`config.mk`:
```
export PLATFORM = sky130hd
export DESIGN_NAME = dac_wavegen
export DESIGN_NICKNAME = d
export VERILOG_FILES = /design/src/rtl/dac_wavegen_pkg.sv /design/src/rtl/dac_wave_shaper.sv /design/src/rtl/dac_wavegen.sv
export SDC_FILE = /design/constraint.sdc
export NUM_CORES = 1
export LEC_CHECK = 0
export ABC_AREA = 1
export BUFFER_PORTS_ARGS = -buffer_cell sky130_fd_sc_hd__buf_2
export CORE_MARGIN = 2
export CORE_UTILIZATION = 50
export CTS_BUF_LIST = sky130_fd_sc_hd__clkbuf_4
export CTS_CLUSTER_DIAMETER = 30
export CTS_CLUSTER_SIZE = 30
export DETAILED_ROUTE_END_ITERATION = 6
export PLACE_DENSITY = 0.71
export SLEW_MARGIN = 20
export SYNTH_ARGS = -nofsm -noshare
export SYNTH_HDL_FRONTEND = slang
export SYNTH_SLANG_ARGS = --single-unit
```
`constraint.sdc`:
```
create_clock -name clk -period 9.8 [get_ports clk]
set_input_delay 0.98 -clock clk [delete_from_list [all_inputs] [get_ports clk]]
set_output_delay 0.98 -clock clk [all_outputs]
set_load 0.03 [all_outputs]
```
`src/rtl/dac_wavegen_pkg.sv`:
```
// Shared definitions for the DDS waveform source that feeds the 8-bit R2R DAC.
//   - register map addresses for the byte-wide write port
//   - waveform mode encoding
//   - DAC mid-scale code and amplitude reset value
package dac_wavegen_pkg;

  localparam logic [2:0] ADDR_FREQ_LO = 3'd0;
  localparam logic [2:0] ADDR_FREQ_HI = 3'd1;
  localparam logic [2:0] ADDR_CTRL    = 3'd2;
  localparam logic [2:0] ADDR_AMP     = 3'd3;
  localparam logic [2:0] ADDR_DIV     = 3'd4;

  typedef enum logic [1:0] {
    WAVE_SAW = 2'd0,
    WAVE_TRI = 2'd1,
    WAVE_SQR = 2'd2,
    WAVE_DC  = 2'd3
  } wave_mode_e;

  localparam logic [7:0] CODE_MID = 8'h80;
  localparam logic [7:0] AMP_RST  = 8'hFF;

  // Width of the signed (w - 128) * AMP product carried out of stage 1.
  localparam int PROD_W = 18;

endpackage

```
`src/rtl/dac_wave_shaper.sv`:
```
// Stage 1 of the sample pipeline: waveform select and amplitude multiply.
// Ports:
//   clk, rst   clock, synchronous active-high reset
//   p_i        top 8 bits of the sample's phase
//   mode_i     waveform mode (wave_mode_e encoding)
//   amp_i      amplitude captured with the sample
//   prod_o     registered signed product (w - 128) * amp
//   dc_o       registered flag: sample is a DC sample (bypasses scaling)
//   dc_code_o  registered DC code (the amplitude itself)
module dac_wave_shaper
  import dac_wavegen_pkg::*;
(
  input  logic               clk,
  input  logic               rst,
  input  logic [7:0]         p_i,
  input  logic [1:0]         mode_i,
  input  logic [7:0]         amp_i,
  output logic [PROD_W-1:0]  prod_o,
  output logic               dc_o,
  output logic [7:0]         dc_code_o
);

  logic [7:0]                w;
  logic signed [8:0]         w_c;
  logic signed [8:0]         amp_s;
  logic signed [PROD_W-1:0]  prod_d;
  logic [PROD_W-1:0]         prod_q;
  logic                      dc_q;
  logic [7:0]                dc_code_q;

  always_comb begin
    w = p_i;
    case (wave_mode_e'(mode_i))
      WAVE_SAW: w = p_i;
      // 2p for the rising half, 2(255-p) = 2*~p for the falling half.
      WAVE_TRI: w = p_i[7] ? {~p_i[6:0], 1'b0} : {p_i[6:0], 1'b0};
      WAVE_SQR: w = {8{p_i[7]}};
      default:  w = p_i;
    endcase
    w_c    = $signed({1'b0, w}) - 9'sd128;
    amp_s  = $signed({1'b0, amp_i});
    prod_d = PROD_W'(w_c) * PROD_W'(amp_s);
  end

  always_ff @(posedge clk) begin
    if (rst) begin
      prod_q    <= '0;
      dc_q      <= 1'b0;
      dc_code_q <= CODE_MID;
    end else begin
      prod_q    <= prod_d;
      dc_q      <= (wave_mode_e'(mode_i) == WAVE_DC);
      dc_code_q <= amp_i;
    end
  end

  assign prod_o    = prod_q;
  assign dc_o      = dc_q;
  assign dc_code_o = dc_code_q;

endmodule

```
`src/rtl/dac_wavegen.sv`:
```
// DDS waveform source driving the parallel code bits of the 8-bit R2R DAC.
// Register file, prescaler, phase accumulator, final offset/clamp register
// and the valid/sync delay line live here; shaping/multiply is in
// dac_wave_shaper.
// Ports:
//   clk         clock
//   rst         synchronous active-high reset
//   wr_en       register write strobe
//   wr_addr     register address (0 FREQ_LO, 1 FREQ_HI, 2 CTRL, 3 AMP, 4 DIV)
//   wr_data     write data
//   code        DAC code
//   code_valid  one-cycle pulse when code takes a new sample
//   sync        pulse with code_valid for the sample whose phase step wrapped
module dac_wavegen
  import dac_wavegen_pkg::*;
#(
  parameter int PHASE_W = 16,
  parameter int CODE_W  = 8
) (
  input  logic              clk,
  input  logic              rst,
  input  logic              wr_en,
  input  logic [2:0]        wr_addr,
  input  logic [7:0]        wr_data,
  output logic [CODE_W-1:0] code,
  output logic              code_valid,
  output logic              sync
);

  // Flag delay line: index 0 = phase stage, 1 = shaper stage, 2 = output.
  localparam int NSTG = 3;

  // Register file
  logic [7:0]   freq_shadow_q;
  logic [15:0]  freq_q;
  wave_mode_e   mode_q;
  logic         enable_q;
  logic [7:0]   amp_q;
  logic [7:0]   div_q;

  // Datapath state
  logic [7:0]          cnt_q, cnt_d;
  logic [PHASE_W-1:0]  phase_q, phase_d;
  logic [PHASE_W:0]    phase_sum;
  logic                tick;
  wave_mode_e          mode_s0_q, mode_s0_d;
  logic [7:0]          amp_s0_q, amp_s0_d;
  logic [NSTG-1:0]     vld_q, vld_d;
  logic [NSTG-1:0]     wrap_q, wrap_d;
  logic [7:0]          code_q, code_d;

  logic [PROD_W-1:0]        prod_s1;
  logic signed [PROD_W-1:0] scaled;
  logic signed [PROD_W-1:0] code_sum;
  logic [7:0]               code_calc;
  logic                     dc_s1;
  logic [7:0]               dc_code_s1;

  // ---------------------------------------------------------------- registers
  always_ff @(posedge clk) begin
    if (rst) begin
      freq_shadow_q <= '0;
      freq_q        <= '0;
      mode_q        <= WAVE_SAW;
      enable_q      <= 1'b0;
      amp_q         <= AMP_RST;
      div_q         <= '0;
    end else if (wr_en) begin
      case (wr_addr)
        ADDR_FREQ_LO: freq_shadow_q <= wr_data;
        // Both bytes land together so the accumulator never sees a torn step.
        ADDR_FREQ_HI: freq_q <= {wr_data, freq_shadow_q};
        ADDR_CTRL: begin
          mode_q   <= wave_mode_e'(wr_data[1:0]);
          enable_q <= wr_data[2];
        end
        ADDR_AMP:     amp_q <= wr_data;
        ADDR_DIV:     div_q <= wr_data;
        default: ;
      endcase
    end
  end

  // -------------------------------------------------- prescaler / accumulator
  always_comb begin
    // >= rather than == so lowering DIV below the running count still ticks.
    tick      = enable_q && (cnt_q >= div_q);
    phase_sum = {1'b0, phase_q} + (PHASE_W + 1)'(freq_q);
    cnt_d     = cnt_q;
    phase_d   = phase_q;
    mode_s0_d = mode_s0_q;
    amp_s0_d  = amp_s0_q;
    if (!enable_q) begin
      cnt_d   = '0;
      phase_d = '0;
    end else if (tick) begin
      cnt_d     = '0;
      phase_d   = phase_sum[PHASE_W-1:0];
      // Mode and amplitude travel with the sample so a mid-run write only
      // affects samples ticked after it.
      mode_s0_d = mode_q;
      amp_s0_d  = amp_q;
    end else begin
      cnt_d = cnt_q + 8'd1;
    end
  end

  // ----------------------------------------------------- valid / sync delay
  assign vld_d[0]  = tick;
  assign wrap_d[0] = tick & phase_sum[PHASE_W];

  generate
    for (genvar gi = 1; gi < NSTG; gi++) begin : g_flag_dly
      // Disable flushes in-flight samples.
      assign vld_d[gi]  = enable_q & vld_q[gi-1];
      assign wrap_d[gi] = enable_q & wrap_q[gi-1];
    end
  endgenerate

  // ---------------------------------------------------------------- stage 1
  dac_wave_shaper u_shaper (
    .clk       (clk),
    .rst       (rst),
    .p_i       (phase_q[PHASE_W-1 -: 8]),
    .mode_i    (mode_s0_q),
    .amp_i     (amp_s0_q),
    .prod_o    (prod_s1),
    .dc_o      (dc_s1),
    .dc_code_o (dc_code_s1)
  );

  // ---------------------------------------------------------- output stage
  always_comb begin
    scaled   = $signed(prod_s1) >>> 8;
    code_sum = scaled + PROD_W'(signed'(9'sd128));
    // Range is provably 0..254; the clamp just keeps any surprise bounded.
    if (code_sum < 0)
      code_calc = 8'h00;
    else if (code_sum > PROD_W'(signed'(10'sd255)))
      code_calc = 8'hFF;
    else
      code_calc = code_sum[7:0];

    code_d = code_q;
    if (!enable_q)
      code_d = CODE_MID;
    else if (vld_q[1])
      code_d = dc_s1 ? dc_code_s1 : code_calc;
  end

  always_ff @(posedge clk) begin
    if (rst) begin
      cnt_q     <= '0;
      phase_q   <= '0;
      mode_s0_q <= WAVE_SAW;
      amp_s0_q  <= AMP_RST;
      vld_q     <= '0;
      wrap_q    <= '0;
      code_q    <= CODE_MID;
    end else begin
      cnt_q     <= cnt_d;
      phase_q   <= phase_d;
      mode_s0_q <= mode_s0_d;
      amp_s0_q  <= amp_s0_d;
      vld_q     <= vld_d;
      wrap_q    <= wrap_d;
      code_q    <= code_d;
    end
  end

  assign code       = CODE_W'(code_q);
  assign code_valid = vld_q[NSTG-1];
  assign sync       = wrap_q[NSTG-1];

endmodule

```
# ---- After elaboration in Yosys (flattened, before gate mapping)
# Index checks and enable logic that the tools add are counted.
dict set report totals {
  ff_bits 118
  in_bits 14
  out_inout_bits 10
  wordCells 53
}
dict set report op_classes {
  addsub 4
  n_mul 1
  n_lt_le_gt_ge 3
  n_eq_ne 7
  n_mux 5
  n_bitwise 7
  n_reduce_logical 10
}
# cell n
set op_table {}
lappend op_table {{8-bit 2-to-1 mux} 4}
lappend op_table {{9-bit by 9-bit multiplier with 18-bit output} 1}
lappend op_table {{16-bit by 16-bit adder with 17-bit output} 1}
lappend op_table {{8-bit case mux with 2 select lines} 1}
lappend op_table {{2-bit AND reduction} 6}
lappend op_table {{10-bit by 9-bit adder with 11-bit output (second input constant)} 1}
lappend op_table {{11-bit by 9-bit greater-than comparator with 1-bit output (second input constant)} 1}
lappend op_table {{11-bit by 1-bit < comparator with 1-bit output (second input constant)} 1}
lappend op_table {{8-bit by 8-bit subtractor with 9-bit output (second input constant)} 1}
lappend op_table {{8-bit by 1-bit adder with 8-bit output (second input constant)} 1}
lappend op_table {{8-bit >= comparator} 1}
lappend op_table {{7-bit NOT} 1}
lappend op_table {{3-bit by 2-bit equality test with 1-bit output (second input constant)} 2}
lappend op_table {{1-bit AND} 5}
lappend op_table {{2-bit equality test (second input constant)} 2}
lappend op_table {{3-bit by 1-bit equality test with 1-bit output (second input constant)} 1}
lappend op_table {{3-bit equality test (second input constant)} 1}
lappend op_table {{3-bit logical NOT} 1}
lappend op_table {{3-bit OR reduction} 1}
lappend op_table {{2-bit by 1-bit equality test with 1-bit output (second input constant)} 1}
lappend op_table {{2-bit OR reduction} 1}
lappend op_table {{1-bit logical AND} 1}
lappend op_table {{1-bit NOT} 1}

# ---- Logic depth before layout (Yosys ltp)
# Gate-level depths: netlist of run 1.
dict set report depth {
  ltp_word 5
  ltp_mapped 27
  depth_no_buf 27
}

# ---- Cells and area by module
# From an unflattened synthesis of run 1, not the netlist that was laid out.
dict set report hier_totals {
  hier_cells 1150
  area_unflattened_um2 8319.2
}
# mod instances cells_each area_each_um2 seq_area_each_um2
set modules_own_cells {}
lappend modules_own_cells {dac_wavegen 1 643 4539.4 1821.7}
lappend modules_own_cells {dac_wave_shaper 1 507 3779.9 540.5}

# ---- Worst setup path after synthesis of run 1
# Ideal clock, no wire load.
dict set report synth_path {
  path_type {register -> register}
  from {reg mode_s0_q[0]}
  to {reg u_shaper.prod_q[16], in the netlist u_shaper.prod_o[16]}
  setup_time_ps 115
  t_arrival_ps 4804
  t_required_ps 9685
  path_slack_ps 4881
  path_stages_with_launch 21
  path_buffers 0
  period_less_slack_ps 4919
  cell_sequence {dfxtp_1 > inv_1 > ha_1 > inv_2 > nand2_8 > o22ai_1 > inv_1 > nor2_1 > fa_1 > inv_1 > fa_1 > fa_1 > fa_1 > inv_1 > ha_1 > a21oi_1 > o21bai_1 > a211oi_1 > nand3_2 > nand2_1 > nor2_1}
}
dict set report synth_via {
  elab_chain_len 4
  elab_cells_between_ends 5
  classes_between {1 x add/sub; 1 x mul; 2 x eq/ne; 1 x mux}
}
# element line
set synth_rtl {}
lappend synth_rtl {{start, declared} dac_wavegen.sv:46} ;# wave_mode_e mode_s0_q, mode_s0_d;
lappend synth_rtl {{start signal, assigned} dac_wavegen.sv:163} ;# mode_s0_q <= mode_s0_d;
lappend synth_rtl {{2-bit equality test / 2-bit by 1-bit equality test with 1-bit output (equally long branches)} dac_wave_shaper.sv:33} ;# case (wave_mode_e'(mode_i))
lappend synth_rtl {{8-bit case mux with 2 select lines *} dac_wave_shaper.sv:33}
lappend synth_rtl {{8-bit by 8-bit subtractor with 9-bit output *} dac_wave_shaper.sv:40} ;# w_c = $signed({1'b0, w}) - 9'sd128;
lappend synth_rtl {{9-bit by 9-bit multiplier with 18-bit output *} dac_wave_shaper.sv:42} ;# prod_d = PROD_W'(w_c) * PROD_W'(amp_s);
lappend synth_rtl {{end signal, assigned} dac_wave_shaper.sv:51} ;# prod_q <= prod_d;
lappend synth_rtl {{end, declared} dac_wave_shaper.sv:27} ;# logic [PROD_W-1:0] prod_q;
# Every way passes the cells marked *; elsewhere a longest branch is shown, timed or not.
# A chain may end at the register's enable or synchronous reset.

# ---- Final worst setup path of run 1
# Same ends and word-level chain as after synthesis.

==> results of run 1 <==
-- cell usage in the layout (no fill, tap or decap), types with 3 or more instances in the layout --
cell      netlist  final
inv_1         159    159
nor2_1        147    147
nand2_1       132    132
dfxtp_1       110    110
o21ai_0        91     91
a21oi_1        84     84
ha_1           61     61
fa_1           56     56
nand3_1        31     31
buf_2           5     23
xnor2_1        13     13
o211ai_1       12     12
clkbuf_4        0     11
nand4_1         9      9
nand2_2         7      7
nor3_1          7      7
clkinv_1        5      5
nand3_2         5      5
xor2_1          5      5
nand2_4         4      4
inv_2           4      4
o21a_1          3      3
a31oi_1         3      3
o31ai_1         3      3
nor2_2          3      3
-- cells by family (layout without fill, tap and decap cells) --
kind of cell / after synthesis / count (layout) / synth area share, %
xor gates and xnor gates: 18 / 18 / 2.06
AOI/OAI and AO/OA: 209 / 209 / 14.8
and+or+nand+nor: 354 / 354 / 20.2
DFF: 110 / 110 / 28.7
buffers and inverters: 188 / 209 / 9.60
adders and majority gates: 117 / 117 / 24.6
-- per-stage QoR --
step	cells	total power, W	hold WS (ns)
floorplan	996	0.00166	0.404
global placement	1189	0.00194	0.406
detailed placement	1189	0.00196	0.417
CTS	1205	0.00222	0.437
global route	1205	0.00248	0.457
finish	1205	0.00221	0.434
-- layout make-up --
| cell class | count | area [um^2] | area share [%] |
|---|---|---|---|
| timing repair buffer | 23 | 115 | 1.43 |
| inverter | 170 | 643 | 7.97 |
| clock buffer | 11 | 82.6 | 1.02 |
| clock inverter | 5 | 70.1 | 0.868 |
| multi-input combinational | 698 | 4720 | 58.5 |
| sequential | 110 | 2200 | 27.3 |
| tap | 188 | 235 | 2.91 |
-- cell usage after synthesis (2+ instances only) --
library cell and number:
dfxtp_1 110, nor2_2 3, nand2_8 2, nand2_4 4, nand2_2 7, o21a_1 3
inv_2 4, o21ai_1 2, nand2_1 132, inv_4 2, inv_1 159, a21oi_1 84
xnor2_1 13, buf_1 2, o31ai_1 3, a31oi_1 3, ha_1 61, o211ai_1 12
fa_1 56, nor2_1 147, nand4_1 9, xor2_1 5, a22oi_1 2, nand3_1 31
and2_1 2, clkinv_1 5, clkbuf_1 8, buf_2 5, nor3_1 7, nand3_2 5
a21o_1 2, buf_6 2, o21ai_0 91
-- path summary, 6_finish.rpt --
path,to,slack [ns],cells past startpoint
setup reg to reg,u_shaper.prod_o[16]$_SDFF_PP0_,4.47,20
hold / removal,vld_q[1]$_SDFF_PP0_,0.43,2
setup / recovery,u_shaper.prod_o[16]$_SDFF_PP0_,4.47,20
hold reg to reg,vld_q[1]$_SDFF_PP0_,0.43,2
-- power groups by stage --
stage | logic, W | registers [W] | clock network (W)
2_1_floorplan | 0.00115 | 0.000507 | 0
3_3_place_gp | 0.00142 | 0.000515 | 0
6_report | 0.00146 | 0.000506 | 0.000248
4_1_cts | 0.00146 | 0.000505 | 0.000256
3_5_place_dp | 0.00145 | 0.000514 | 0
5_1_grt | 0.00170 | 0.000509 | 0.000274
-- worst max-delay path, delay by kind of cell, from the launching register on --
family                   cells  cell delay, ns
buffers and inverters        5            0.67
AO/OA/AOI/OAI                4            0.78
flip-flops                   1            0.39
AND/OR/NAND/NOR              5            0.57
adder cells (fa/ha/maj)      6            2.81
-- state kept, by name (all words and copies together) (netlist names) --
name,cells
amp_q,8
amp_s0_q,8
cnt_q,8
code,8
div_q,8
enable_q,1
freq_q,16
freq_shadow_q,8
mode_q,2
mode_s0_q,2
phase_q,16
u_shaper.dc_code_o,8
u_shaper.dc_o,1
u_shaper.prod_o,10
vld_q,3
wrap_q,3
-- layer usage --
| layer | vias up | wire (um) |
|---|---|---|
| met5 | - | 0 |
| met4 | 0 | 386 |
| met3 | 28 | 763 |
| met2 | 154 | 8410 |
| met1 | 2916 | 7850 |
| li1 | 3227 | - |
==> results.json, run 1 <==
{
  "fp.dieW_um": 128,
  "postRouteAntennaNets": 0,
  "area.growth.synth_to_final_pct": 5.36,
  "setup.worst_path.start": "mode_s0_q[0]$_SDFFE_PP0P_",
  "p_int_w": 0.00112,
  "globalRouteOverflowTotal": 0,
  "final_max_slew_viol_count": 0,
  "outcome": "completed",
  "power_density_nw_per_um2": 274,
  "place_hpwl_um": 13500,
  "vias": 6325,
  "crit_fanout": 8,
  "p_seq_share_pct": 22.8,
  "numPortBuffers": 23,
  "drt_pass1_iterations": 5,
  "crit_required_ns": 10.19,
  "htreeDepth": 3,
  "tns_ns": 0,
  "cts_sinks": 110,
  "finish.instance_area_um2": 8070,
  "cp-end-kind": "flop",
  "antenna_found_initial": 0,
  "dp_slack_ns": 4.52,
  "rsz0062_at_grt": "no",
  "use_met2_pct": 38.9,
  "holdCritPathClass": "flop to flop",
  "core-area_um2": 15100,
  "detail_route.vias_per_cell": 5.25,
  "worstSetupPathType": "flop to flop",
  "drt_wl_total_um": 17400,
  "drc": 0,
  "placed_area_um2": 7920,
  "grt.busiest_layer": "met2",
  "synth_top_area_share_pct": 28.7,
  "cp.arrival_ns": 5.73,
  "reg2reg_from": "mode_s0_q[0]$_SDFFE_PP0P_",
  "pwr-share-clk_pct": 11.2,
  "ys_seq_area_share_pct": 28.7,
  "min_from": "vld_q[0]$_SDFF_PP0_",
  "maxCapViolations": 0,
  "fillerInstances": 1465,
  "synth.distinct_cells": 46,
  "cp_slowest_cell": "fa_1",
  "rows": 45,
  "synth_fp_nets": 1127,
  "yosysWarnings": 0,
  "use_met1_pct": 29.4,
  "setup_ws_ns": 4.47,
  "leakage_nw": 4.05,
  "cts_hold_buf": 0,
  "peakVddDrop_mv": 0.190,
  "switching_share_pct": 49.5,
  "io_pins": 24,
  "clkTransAtPathRegs_ns": 0.18,
  "maxClockFrequency_ghz": 0.187,
  "cts_inserted_buffers": 9,
  "floorplan.initialDensity_pct": 50.8,
  "post-route-min-period_ns": 5.33,
  "worstMarginPinSlew_ns": 0.959,
  "synthCells": 996,
  "cts_tree": "done",
  "slew-limit-headroom_pct": 36.1,
  "async_reset_ff_share_pct": 0,
  "start_kind": "flop",
  "netSwitchingPower_w": 0.00110,
  "grt_max_degree": 63,
  "synth_area_leaders": "dfxtp_1 (29%), fa_1 (15%), ha_1 (10%)",
  "period_share_pct": 54.4,
  "num-nets-final": 1143,
  "setup_viol": 0,
  "critPathMaxStageDelay_ns": 0.57,
  "grt_pass1_wl_um": 29500,
  "yosysTopAreaCell": "dfxtp_1",
  "power_frac_comb_pct": 66.0,
  "clkLatencyLatePin_ns": 0.51,
  "first_global_vias": 6165,
  "root_buffer": "clkbuf_4",
  "synth_ff_type": "dfxtp_1",
  "syn_area_um2": 7660,
  "place_congestion": 0.930,
  "n_antenna_cell": 0,
  "cts.repair.resized": 0,
  "die-height_um": 128,
  "fin_util_pct": 53.5,
  "cts_setup_buffers": 0,
  "die-area_um2": 16300,
  "avgSynthCellArea_um2": 7.69,
  "grt_use_total_pct": 22.7,
  "use_met3_pct": 4.22,
  "cts_buffer_depth": 2,
  "hold_viol": 0,
  "ys_ff_latch": 110,
  "clock_skew_ns": 0.0253,
  "synth_edf_count": 0,
  "worstPathCellList": "inv_1 -> ha_1 -> inv_2 -> nand2_8 -> o22ai_1 -> inv_1 -> nor2_1 -> fa_1 -> inv_1 -> fa_1 -> fa_1 -> fa_1 -> inv_1 -> ha_1 -> a21oi_1 -> o21bai_1 -> a211oi_1 -> nand3_2 -> nand2_1 -> nor2_1",
  "drt_iter0_markers": 376,
  "final_layout_size_suffix_gt1_share_pct": 6.98,
  "wl_per_cell_um": 14.4
}
(Power assumes the default switching activity.)
==> inputs of run 2 (changes only) <==
==> constraint.sdc (replaced) <==
create_clock -name clk -period 5 [get_ports clk]
set_input_delay 0.5 -clock clk [delete_from_list [all_inputs] [get_ports clk]]
set_output_delay 0.5 -clock clk [all_outputs]
set_load 0.03 [all_outputs]
==> results.json, run 2 (same netlist as run 1, synthesis figures left out) <==
{
  "power_density_nw_per_um2": 610,
  "final_layout_size_suffix_gt1_share_pct": 14.5,
  "setup_viol": 0,
  "n_antenna_cell": 0,
  "maxClockFrequency_ghz": 0.209,
  "drc": 0,
  "place_hpwl_um": 13800,
  "drt_pass1_iterations": 7,
  "cts_tree": "done",
  "hold_viol": 0,
  "switching_share_pct": 49.1,
  "ff_latch_area_um2": 2210,
  "slew-limit-headroom_pct": 59.1,
  "crit_required_ns": 5.43,
  "tns_ns": 0,
  "netSwitchingPower_w": 0.00257,
  "cts_buffer_depth": 2,
  "root_buffer": "clkbuf_4",
  "maxCapViolations": 0,
  "crit_fanout": 5,
  "clkTransAtPathRegs_ns": 0.18,
  "rows": 45,
  "grt_max_degree": 63,
  "clock_skew_ns": 0.0221,
  "worstMarginPinSlew_ns": 0.614,
  "wl_per_cell_um": 14.7,
  "peakVddDrop_mv": 0.642,
  "core-area_um2": 15100,
  "antenna_found_initial": 0,
  "power_frac_comb_pct": 71.6,
  "first_global_vias": 6343,
  "fp.dieW_um": 128,
  "worstSetupPathType": "flop to flop",
  "num-nets-final": 1180,
  "postRouteAntennaNets": 0,
  "holdWs_ns": 0.281,
  "layout_commonest_cell": "inv_1",
  "r2r_setup_slack_ns": 0.21,
  "leakage_nw": 4.22,
  "grt_pass1_wl_um": 29500,
  "start_kind": "flop",
  "die-height_um": 128,
  "p_int_w": 0.00266,
  "place_congestion": 0.922,
  "numPortBuffers": 23,
  "clkLatencyLatePin_ns": 0.51,
  "globalRouteOverflowTotal": 0,
  "io_pins": 24,
  "multi_input_area_um2": 4920,
  "final_max_slew_viol_count": 0,
  "floorplan.initialDensity_pct": 50.8,
  "drt_wl_total_um": 18300,
  "grt_use_total_pct": 22.7,
  "cp-end-kind": "flop",
  "die-area_um2": 16300,
  "area.growth.synth_to_final_pct": 11.9,
  "fillerInstances": 1413,
  "period_share_pct": 95.8,
  "outcome": "completed",
  "holdCritPathClass": "input pin to flop",
  "finalNonFillerCells": 1242,
  "cts_inserted_buffers": 9,
  "cp.arrival_ns": 5.22,
  "pwr-share-clk_pct": 9.4,
  "cts_sinks": 110,
  "vias": 6567,
  "detail_route.vias_per_cell": 5.29,
  "cts_hold_buf": 0,
  "drt_iter0_markers": 307,
  "final_cell_mix": "inv_1 (148), nor2_1 (144), nand2_1 (128), dfxtp_1 (107), o21ai_0 (87)",
  "htreeDepth": 3,
  "dp.cells": 1221,
  "p_seq_share_pct": 19.1,
  "post-route-min-period_ns": 4.79
}
run 2: cell types whose count changed in the layout (fill, tap and decap cells not counted), sizes merged:
| cell | change |
|---|---|
| inv | -1 |
| clkbuf | -2 |
| clkinv | +3 |
| buf | +37 |
run 2: through the flow:
step                util [%]  setup WS, ns  power [W]  instance area, um^2
finish                  56.8         0.208    0.00522                 8570
CTS                     55.3        0.0109    0.00460                 8350
global placement        54.2        0.0269    0.00398                 8170
detailed placement      54.2       -0.0523    0.00402                 8170
global route            56.8       -0.0708    0.00570                 8570
floorplan                  -        0.0813    0.00326                 7660
run 2: critical path: stages, from the launching register on:
cell and delay, ns:
dfxtp_2 0.37, buf_4 0.14, ha_4 0.27, inv_4 0.05
nand2_8 0.07, o22ai_2 0.07, inv_2 0.10, nor2_1 0.04
buf_4 0.14, fa_1 0.49, inv_2 0.06, buf_12 0.13
fa_1 0.49, inv_2 0.04, fa_1 0.52, inv_1 0.05
fa_1 0.51, inv_2 0.05, ha_4 0.24, a21oi_2 0.15
o21a_1 0.17, nor2_1 0.05, a211oi_2 0.27, nand3_2 0.10
nand2_1 0.07, nor2_1 0.04
run 2: cell type report:
cell class	instances	share of cell area [%]
inverters	170	7.53
clock buffers	9	0.788
flip-flops and latches	110	25.7
multi-input cells	698	57.4
well taps	188	2.74
clock inverters	7	1.02
repair buffers	60	4.73
run 2: path summary, 6_finish.rpt:
check,endpoint,depth (start not counted),from
worst min register to register,wrap_q[1]$_SDFF_PP0_,2,wrap_q[0]$_SDFF_PP0_
worst max register to register,u_shaper.prod_o[16]$_SDFF_PP0_,25,mode_s0_q[1]$_SDFFE_PP0P_
worst max-delay path,u_shaper.prod_o[16]$_SDFF_PP0_,25,mode_s0_q[1]$_SDFFE_PP0P_
worst min-delay path,amp_q[6]$_SDFFE_PP1P_,3,wr_data[6]
run 2: timing repair:
| action | in CTS | in global routing |
|---|---|---|
| buffers inserted | 0 | 5 |
| pin swaps | 0 | 19 |
| setup endpoints to repair | 4 | 10 |
| gates resized for setup | 8 | 48 |
run 2: metal layers:
| layer | wire length (um) | GRT usage [%] | up-vias | part of all wire [%] |
|---|---|---|---|---|
| li1 | - | - | 3311 | - |
| met1 | 8200 | 28.0 | 3092 | 45 |
| met2 | 8830 | 39.4 | 125 | 48 |
| met3 | 625 | 3.63 | 39 | 3.4 |
| met4 | 622 | 9.70 | 0 | 3.4 |
| met5 | 0 | 0 | - | 0 |
run 2: power groups by stage:
stage	clock network (W)	registers (W)	logic, W
floorplan	0	0.000993	0.00226
global placement	0	0.00101	0.00297
detailed placement	0	0.00101	0.00301
CTS	0.000507	0.000994	0.00310
global route	0.000534	0.00100	0.00417
finish	0.000490	0.000996	0.00374
